<file path="config.mk">
export PLATFORM = sky130hd
export DESIGN_NAME = platform1_rst_gen
export DESIGN_NICKNAME = d
export VERILOG_FILES = /design/src/rtl/platform1_rst_gen.sv
export SDC_FILE = /design/constraint.sdc
export NUM_CORES = 1
export LEC_CHECK = 0
export CELL_PAD_IN_SITES_DETAIL_PLACEMENT = 1
export CELL_PAD_IN_SITES_GLOBAL_PLACEMENT = 2
export CORE_AREA = 2 2 82 84
export DETAILED_ROUTE_END_ITERATION = 12
export DIE_AREA = 0 0 84 86
export GPL_TIMING_DRIVEN = 0
export MAX_ROUTING_LAYER = met4
export PLACE_DENSITY = 0.85
export SETUP_SLACK_MARGIN = 0.1
export SLEW_MARGIN = 20
export SYNTH_ARGS = -nofsm -noshare
export SYNTH_HDL_FRONTEND = slang
export SYNTH_SLANG_ARGS = --single-unit
</file>
<file path="constraint.sdc">
create_clock -name clk_i -period 2.05 [get_ports clk_i]
set_clock_uncertainty 0.05 [all_clocks]
set_input_delay 0.3075 -clock clk_i [delete_from_list [all_inputs] [get_ports clk_i]]
set_output_delay 0.3075 -clock clk_i [all_outputs]
set_load 0.05 [all_outputs]
</file>
<file path="src/rtl/platform1_rst_gen.sv">
`default_nettype none
`timescale 1ns/1ps
// ============================================================================
// Module   : platform1_rst_gen
// Purpose  : Reset conditioner for the platform1 LatticeMico8 SoC. Debounces
//            the raw board pushbutton and stretches every reset. It produces a
//            glitch-free, registered active-low reset_n_o for the SoC. An
//            optional watchdog can force the same reset.
// Revision : 1.0 - initial release
// ----------------------------------------------------------------------------
// Ports    :
//   clk_i        in   1  platform clock (OSCH, 24.18 MHz nominal)
//   rst_i        in   1  power-on/global reset, asynchronous, active-high
//   btn_n_i      in   1  raw pushbutton, active-low, asynchronous, bouncing
//   wdt_kick_i   in   1  one-cycle watchdog kick, synchronous to clk_i
//   reset_n_o    out  1  registered active-low reset to the platform
//   rst_cause_o  out  2  cause of last reset: 00 power-on, 01 button,
//                        10 watchdog
// Parameters (each must be >= 2):
//   DEBOUNCE_CYCLES  stable synced samples to accept a press/release
//   HOLD_CYCLES      minimum reset_n_o low time after a source clears
//   WDT_CYCLES       watchdog timeout in clocks
// Build option:
//   PLATFORM1_RST_GEN_WATCHDOG_EN  define to build the watchdog. When it is
//   undefined, wdt_kick_i is ignored and rst_cause_o never reads 10.
// ============================================================================
module platform1_rst_gen #(
   parameter int DEBOUNCE_CYCLES = 241800,
   parameter int HOLD_CYCLES     = 2418,
   parameter int WDT_CYCLES      = 24180000
) (
   input  logic       clk_i,
   input  logic       rst_i,
   input  logic       btn_n_i,
   input  logic       wdt_kick_i,
   output logic       reset_n_o,
   output logic [1:0] rst_cause_o
);

   // ------------------------------------------------------------------------
   // Constants
   // ------------------------------------------------------------------------
   localparam int c_DEB_W  = $clog2(DEBOUNCE_CYCLES);
   localparam int c_HOLD_W = $clog2(HOLD_CYCLES);

   // Last count before a debounce completes while in PRESSED. In that state
   // every counted sample sits in the counter.
   localparam logic [c_DEB_W-1:0]  c_DEB_LAST     = c_DEB_W'(DEBOUNCE_CYCLES - 1);
   // In DEB_PRESS, the low sample that caused entry from RUN counts as the
   // first sample. Completion therefore comes one count earlier.
   localparam logic [c_DEB_W-1:0]  c_DEB_PRE_LAST = c_DEB_W'(DEBOUNCE_CYCLES - 2);
   localparam logic [c_HOLD_W-1:0] c_HOLD_LAST    = c_HOLD_W'(HOLD_CYCLES - 1);

   localparam logic [1:0] c_CAUSE_POR = 2'b00;
   localparam logic [1:0] c_CAUSE_BTN = 2'b01;
   localparam logic [1:0] c_CAUSE_WDT = 2'b10;

   typedef enum logic [1:0] {
      ST_HOLD      = 2'd0,
      ST_RUN       = 2'd1,
      ST_DEB_PRESS = 2'd2,
      ST_PRESSED   = 2'd3
   } state_t;

   // ------------------------------------------------------------------------
   // Declarations
   // ------------------------------------------------------------------------
   logic [1:0]          r_sync;
   logic                w_btn_n;

   state_t              r_state;
   logic                r_reset_n;
   logic [1:0]          r_cause;
   logic [c_HOLD_W-1:0] r_hold_cnt;
   logic [c_DEB_W-1:0]  r_deb_cnt;

   logic                w_deb_done;
   logic                w_wdt_expire;

   // ------------------------------------------------------------------------
   // Button synchronizer. It resets to "released" so that a reset never
   // looks like a press.
   // ------------------------------------------------------------------------
   always_ff @(posedge clk_i or posedge rst_i) begin
      if (rst_i) begin
         r_sync <= 2'b11;
      end else begin
         r_sync <= {r_sync[0], btn_n_i};
      end
   end

   assign w_btn_n = r_sync[1];

   // The press debounce completes on this cycle. It takes priority over a
   // watchdog expiry on the same cycle, so the cause reads as button.
   assign w_deb_done = (r_state == ST_DEB_PRESS) && !w_btn_n &&
                       (r_deb_cnt == c_DEB_PRE_LAST);

   // ------------------------------------------------------------------------
   // Watchdog
   // ------------------------------------------------------------------------
`ifdef PLATFORM1_RST_GEN_WATCHDOG_EN
   localparam int c_WDT_W = $clog2(WDT_CYCLES);
   localparam logic [c_WDT_W-1:0] c_WDT_LAST = c_WDT_W'(WDT_CYCLES - 1);

   logic [c_WDT_W-1:0] r_wdt_cnt;
   logic               w_wdt_active;

   // The counter runs only while the SoC is out of reset. DEB_PRESS counts
   // because the SoC is still running during a possible press.
   assign w_wdt_active = (r_state == ST_RUN) || (r_state == ST_DEB_PRESS);

   // A kick on the terminal count wins and no reset occurs.
   assign w_wdt_expire = w_wdt_active && !wdt_kick_i && (r_wdt_cnt == c_WDT_LAST);

   always_ff @(posedge clk_i or posedge rst_i) begin
      if (rst_i) begin
         r_wdt_cnt <= '0;
      end else if (!w_wdt_active || wdt_kick_i || w_wdt_expire || w_deb_done) begin
         // Clearing on expiry or debounce completion keeps the counter at 0
         // for the whole stay in HOLD/PRESSED, including the first cycle.
         r_wdt_cnt <= '0;
      end else begin
         r_wdt_cnt <= r_wdt_cnt + 1'b1;
      end
   end
`else
   // Without the watchdog, the kick input and the timeout are unused.
   localparam int c_unused_wdt_cycles = WDT_CYCLES;
   logic w_unused_kick;

   assign w_unused_kick = wdt_kick_i;
   assign w_wdt_expire  = 1'b0;
`endif

   // ------------------------------------------------------------------------
   // Reset sequencing FSM. reset_n_o and rst_cause_o are registered here and
   // change together on the edge where a reset is entered.
   // ------------------------------------------------------------------------
   always_ff @(posedge clk_i or posedge rst_i) begin
      if (rst_i) begin
         r_state    <= ST_HOLD;
         r_reset_n  <= 1'b0;
         r_cause    <= c_CAUSE_POR;
         r_hold_cnt <= '0;
         r_deb_cnt  <= '0;
      end else begin
         case (r_state)
            ST_HOLD: begin
               // Stretch: count out the minimum low time, then release.
               if (r_hold_cnt == c_HOLD_LAST) begin
                  r_state    <= ST_RUN;
                  r_reset_n  <= 1'b1;
                  r_hold_cnt <= '0;
               end else begin
                  r_hold_cnt <= r_hold_cnt + 1'b1;
               end
            end

            ST_RUN: begin
               if (w_wdt_expire) begin
                  r_state    <= ST_HOLD;
                  r_reset_n  <= 1'b0;
                  r_cause    <= c_CAUSE_WDT;
                  r_hold_cnt <= '0;
               end else if (!w_btn_n) begin
                  r_state   <= ST_DEB_PRESS;
                  r_deb_cnt <= '0;
               end
            end

            ST_DEB_PRESS: begin
               if (w_deb_done) begin
                  r_state   <= ST_PRESSED;
                  r_reset_n <= 1'b0;
                  r_cause   <= c_CAUSE_BTN;
                  r_deb_cnt <= '0;
               end else if (w_wdt_expire) begin
                  r_state    <= ST_HOLD;
                  r_reset_n  <= 1'b0;
                  r_cause    <= c_CAUSE_WDT;
                  r_hold_cnt <= '0;
               end else if (w_btn_n) begin
                  // Bounce or glitch: the press was not stable long enough.
                  r_state <= ST_RUN;
               end else begin
                  r_deb_cnt <= r_deb_cnt + 1'b1;
               end
            end

            ST_PRESSED: begin
               // Release debounce: any low sample restarts the count.
               if (w_btn_n) begin
                  if (r_deb_cnt == c_DEB_LAST) begin
                     r_state    <= ST_HOLD;
                     r_hold_cnt <= '0;
                     r_deb_cnt  <= '0;
                  end else begin
                     r_deb_cnt <= r_deb_cnt + 1'b1;
                  end
               end else begin
                  r_deb_cnt <= '0;
               end
            end

            default: begin
               r_state    <= ST_HOLD;
               r_reset_n  <= 1'b0;
               r_hold_cnt <= '0;
            end
         endcase
      end
   end

   assign reset_n_o   = r_reset_n;
   assign rst_cause_o = r_cause;

endmodule
`default_nettype wire

</file>
-- Yosys cells after proc, flatten, opt, wreduce, memory -nomap -nowiden
Index checks and enable logic that the tools add are counted.
- bits of input ports: 4
- word-level logic and storage cells: 54
- output and inout bits: 3
- bits in registers: 36
- bitwise operators: 1
- add/sub/neg operators: 2
- eq/ne operators: 13
- multiplexer cells: 20
- reductions and logical operators: 12
- operators by type and width (operator ; number):
    $mux W18 ; 5
    $pmux W18 S3 ; 1
    $eq A18 B18 Y1 const B ; 2
    $mux W12 ; 3
    $pmux W12 S2 ; 1
    $add A18 B1 Y18 const B ; 1
    $add A12 B1 Y12 const B ; 1
    $eq A12 B12 Y1 const B ; 1
    $mux W2 ; 6
    $ne A2 B2 Y1 const B ; 5
    $reduce_and A3 Y1 ; 3
    $pmux W2 S4 ; 1
    $ne A3 B3 Y1 const B ; 2
    $reduce_and A5 Y1 ; 1
    $eq A2 B2 Y1 const B ; 2
    $reduce_bool A3 Y1 ; 1
    $eq A2 B1 Y1 const B ; 1
    $logic_and A1 B1 Y1 ; 2
    $logic_not A2 Y1 ; 1
    $mux W1 ; 2
    $pmux W1 S2 ; 1
    $reduce_and A2 Y1 ; 1
    $reduce_bool A2 Y1 ; 1
    $reduce_or A2 Y1 ; 1
    2 further kinds ; 2

-- Logic depth before layout (Yosys ltp)
- depth after elaboration: 5
- gate-level depth with buffers: 8
- depth with buffers taken out: 7

-- Worst setup path after synthesis
No wires, ideal clock.
- kind: reg-to-reg
- start: register r_deb_cnt[3]
- end: register r_deb_cnt[2]
- slack: -0.184 ns
- clock period less this slack: 2.234 ns
- path buffers: 0
- arrival time: 2.041 ns
- required time: 1.856 ns
- setup time: 0.144 ns
- stages on the path, launching flop included: 6
- cells stage by stage: dfrtp_1 or4_4 nor4_4 a31oi_1 nor3_2 nor3_1
- longest elaborated chain between the ends: 4
- elaborated cells between the ends (all ways): 9
- classes of those cells: eq/ne: 3; mux: 4; reduce/logical: 2
- RTL lines (item ; line ; source):
    start: declaration ; 75 ; logic [c_DEB_W-1:0] r_deb_cnt;
    start signal: assignment ; 187 ; r_deb_cnt <= r_deb_cnt + 1'b1;
    start signal: assignment ; 199 ; r_deb_cnt <= r_deb_cnt + 1'b1;
    $eq A18 B18 Y1, on equally long branches ; 194, 97 ;
    $mux W18 / $logic_and A1 B1 Y1 (equally long branches) ; 194, 96 ;
    $mux W18 (tied with other cells) ; 193 ; if (w_btn_n) begin
    $pmux W18 S3 / $reduce_and A3 Y1 (equally long branches) ; - ;
Parallel ways exist; a longest one is shown, timed or not.
A chain may end at the register's enable or synchronous reset.

-- Final worst setup path
- start: register r_deb_cnt[8]
- end: register r_deb_cnt[14]
- longest elaborated chain between the ends: 4
- elaborated cells between the ends (all ways): 11
- classes of those cells: add/sub: 1; eq/ne: 3; mux: 5; reduce/logical: 2
- RTL lines (item ; line ; source):
    $add A18 B1 Y18 (tied with other cells) ; 187, 199 ;
    $mux W18 (tied with other cells) ; 194 ; if (r_deb_cnt == c_DEB_LAST) begin
    $mux W18 (tied with other cells) ; 193 ;
    $pmux W18 S3 / $reduce_and A3 Y1 (equally long branches) ; - ;
Parallel ways exist; a longest one is shown, timed or not. The select of a mux whose other input is x is not followed.

==> flow_summary.json <==
{
  "met1_length_mm": 2.837,
  "finalMaxSlewViolations": 0,
  "rsz0062_at_grt": "true",
  "vias_per_cell": 5.569,
  "syn_inst": 236,
  "cts.sinks": 36,
  "status": "complete, but fails checks",
  "max_freq_mhz": 431.6,
  "grt_pass1_wl_mm": 10.04,
  "timing.rr.end": "r_deb_cnt[14]$_DFFE_PP0P_",
  "grt_max_degree": 24,
  "area_delta_synth_final_pct": 27.42,
  "setup_slack_ps": -267.1,
  "fp-row-count": 29,
  "clk_latency_ps": 290,
  "cts_hold_buf": 0,
  "grt_pass1_vias": 1971,
  "die-area_um2": 7224,
  "antenna_found_initial": 0,
  "start_kind": "flip-flop",
  "highest_layer": "met4",
  "cts_buffer_depth": 2,
  "setup_viol": 32,
  "finalCritPeriodShare": 1.130,
  "nets": 269,
  "ys_async_sr_fraction": 1.000,
  "ys_ff_latch": 36,
  "routed_wl_mm": 5.879,
  "period_minus_slack_ps": 2317,
  "wl_met3_um": 161,
  "final_util": 0.4252,
  "crit_path_end_kind": "flip-flop",
  "crit_arrival_ps": 2450,
  "path_clk_slew_ps": 80,
  "vias": 1860,
  "timing.slew.headroom": 0.6254,
  "reg2regPathDepth": 8,
  "synth.avg_cell_area_um2": 8.875,
  "tightest_slew_ps": 562.0,
  "htreeDepth": 2,
  "cts-root-buf": "clkbuf_8",
  "hold_viol_final": 0,
  "r2r-start": "r_deb_cnt[8]$_DFFE_PP0P_",
  "drc": 0,
  "die_h_um": 86,
  "fin_tns_setup_ps": -6442,
  "mostFrequentLayoutCells": "dfrtp_1 (30), nand2_1 (29), nor2_1 (23), nor3_1 (16), nand3_1 (10)",
  "leakage_uw": 0.0009886,
  "drtPass1Iterations": 5,
  "cap_viol_max_count": 0,
  "drtIter0Drc": 140,
  "core_area_um2": 6277,
  "hpwl_mm": 3.805,
  "startpoint": "r_deb_cnt[8]$_DFFE_PP0P_",
  "initial_core_util": 0.3337,
  "ant_nets": 0,
  "final_common_cell": "dfrtp_1",
  "synth_area_um2": 2095,
  "synth-edff-count": 0,
  "hold_class": "in2async",
  "ir_drop_mv": 0.2263,
  "drive_above_1_share": 0.2296,
  "grt_usage": 0.1776,
  "grt_remaining_overflow": 0,
  "finalWeightedCongestion": 0.7731,
  "fp.dieW_um": 84,
  "crit_fanout": 9,
  "crit_end": "r_deb_cnt[14]$_DFFE_PP0P_",
  "synth_ff_type": "dfrtp_1",
  "yosysWarnings": 0,
  "cts_buffers": 5,
  "portBuffers": 4,
  "r2r_setup_slack_ps": -270,
  "ios": 7,
  "worstPathRequired_ps": 2180,
  "syn_nets": 249,
  "worst-setup-path-type": "reg2reg",
  "power_density_nw_per_um2": 487.2,
  "synth.distinct_cells": 46,
  "ys_seq_area_frac": 0.4313,
  "met2_length_mm": 2.815,
  "cts_tree": "done",
  "wire_per_inst_um": 17.60,
  "antenna_cells": 0,
  "failed_checks": "negative setup slack"
}
==> metrics by stage <==
| stage | total power (uW) | hold WS, ps | instances | setup slack [ps] | cell area (um^2) |
|---|---|---|---|---|---|
| after detailed placement | 761.4 | 300.0 | 318 | -492.7 | 2273 |
| after CTS | 1313 | 281.3 | 333 | -222.1 | 2536 |
| final | 1300 | 263.8 | 334 | -267.1 | 2669 |
| after global placement | 753.9 | 297.0 | 317 | -491.5 | 2246 |
| after global routing | 1340 | 295.7 | 334 | -347.0 | 2669 |
| after floorplan | 744.5 | 262.0 | 236 | -104.1 | 2110 |
==> flip-flops by register name, indices dropped and copies added, names as in the netlist <==
signal,count
r_state,2
r_sync,2
rst_cause_o,1
r_hold_cnt,12
reset_n_o,1
r_deb_cnt,18
==> synthesized netlist by cell type, drive strengths merged (2+ instances only) <==
cell type	count	area share
nor3	18	0.045
nand2	29	0.052
o31ai	6	0.022
mux2i	2	0.0096
a31oi	8	0.024
nand4	4	0.012
o21a	2	0.0072
buf	2	0.0060
and4	2	0.0084
or4	2	0.0090
clkbuf	4	0.0072
dfstp	2	0.025
or4bb	2	0.011
xnor2	9	0.038
and2	2	0.0060
ha	9	0.054
or3	3	0.0090
nor4	3	0.016
nor2	25	0.045
dfrtp	34	0.41
o21ai	20	0.048
nand3	11	0.026
a21oi	4	0.0096
inv	9	0.016
nand2b	3	0.0090
o211ai	5	0.018
==> worst max-delay path: stages (launching register included) <==
cell,delay [ps]
dfrtp_2,450
or4bb_4,560
nor4_4,280
buf_6,170
buf_6,100
a31oi_4,150
nor3_4,230
buf_12,160
nor2_1,50
==> worst min path at each step <==
| stage | cells after the start | slack (ps) | to | startpoint |
|---|---|---|---|---|
| 6_report | 2 | 260 | r_deb_cnt[4]$_DFFE_PP0P_ | rst_i |
| 5_1_grt | 2 | 300 | r_deb_cnt[6]$_DFFE_PP0P_ | rst_i |
| 4_1_cts | 2 | 280 | r_deb_cnt[4]$_DFFE_PP0P_ | rst_i |
| 3_5_place_dp | 0 | 300 | r_sync[1]$_DFF_PP1_ | r_sync[0]$_DFF_PP1_ |
| 3_3_place_gp | 0 | 300 | r_sync[1]$_DFF_PP1_ | r_sync[0]$_DFF_PP1_ |
| 2_1_floorplan | 0 | 260 | r_sync[0]$_DFF_PP1_ | btn_n_i |
==> routing by layer <==
| layer | track usage | vias up |
|---|---|---|
| li1 | - | 898 |
| met1 | 0.2327 | 934 |
| met2 | 0.2895 | 23 |
| met3 | 0.02887 | 5 |
| met4 | 0.04399 | 0 |
| met5 | - | - |
==> cell type report <==
type / instances / area, um^2
fillers: 729 / 3608
multi-input cells: 185 / 1341
flip-flops and latches: 36 / 908.4
repair buffers: 15 / 170.2
well taps: 77 / 96.34
clock buffers: 6 / 82.58
inverters: 9 / 33.78
plain buffers: 4 / 26.28
clock inverters: 2 / 10.01
==> cell families after synthesis <==
| family | after synthesis | synth area share |
|---|---|---|
| buffers and inverters | 15 | 0.02927 |
| flip-flops | 36 | 0.4313 |
| adder cells (fa/ha/maj) | 9 | 0.05376 |
| XOR/XNOR | 9 | 0.03764 |
| other | 1 | 0.001790 |
| AO/OA/AOI/OAI | 54 | 0.1655 |
| multiplexers | 2 | 0.009558 |
| AND/OR/NAND/NOR | 110 | 0.2712 |
==> timing repair <==
item,in CTS,in global routing
endpoints found under the hold margin,0,0
cloned,1,0
setup endpoints to repair,34,34
buffers inserted,6,3
resized for setup,29,29
pin swaps,17,11
==> power breakdown <==
| part | total [uW] | switching [uW] | internal, uW |
|---|---|---|---|
| Clock | 554 | 285 | 269 |
| Combinational | 30.8 | 20.2 | 10.6 |
| Sequential | 716 | 2.57 | 713 |
| Total | 1300 | 308 | 992 |
(Power assumes the default switching activity.)
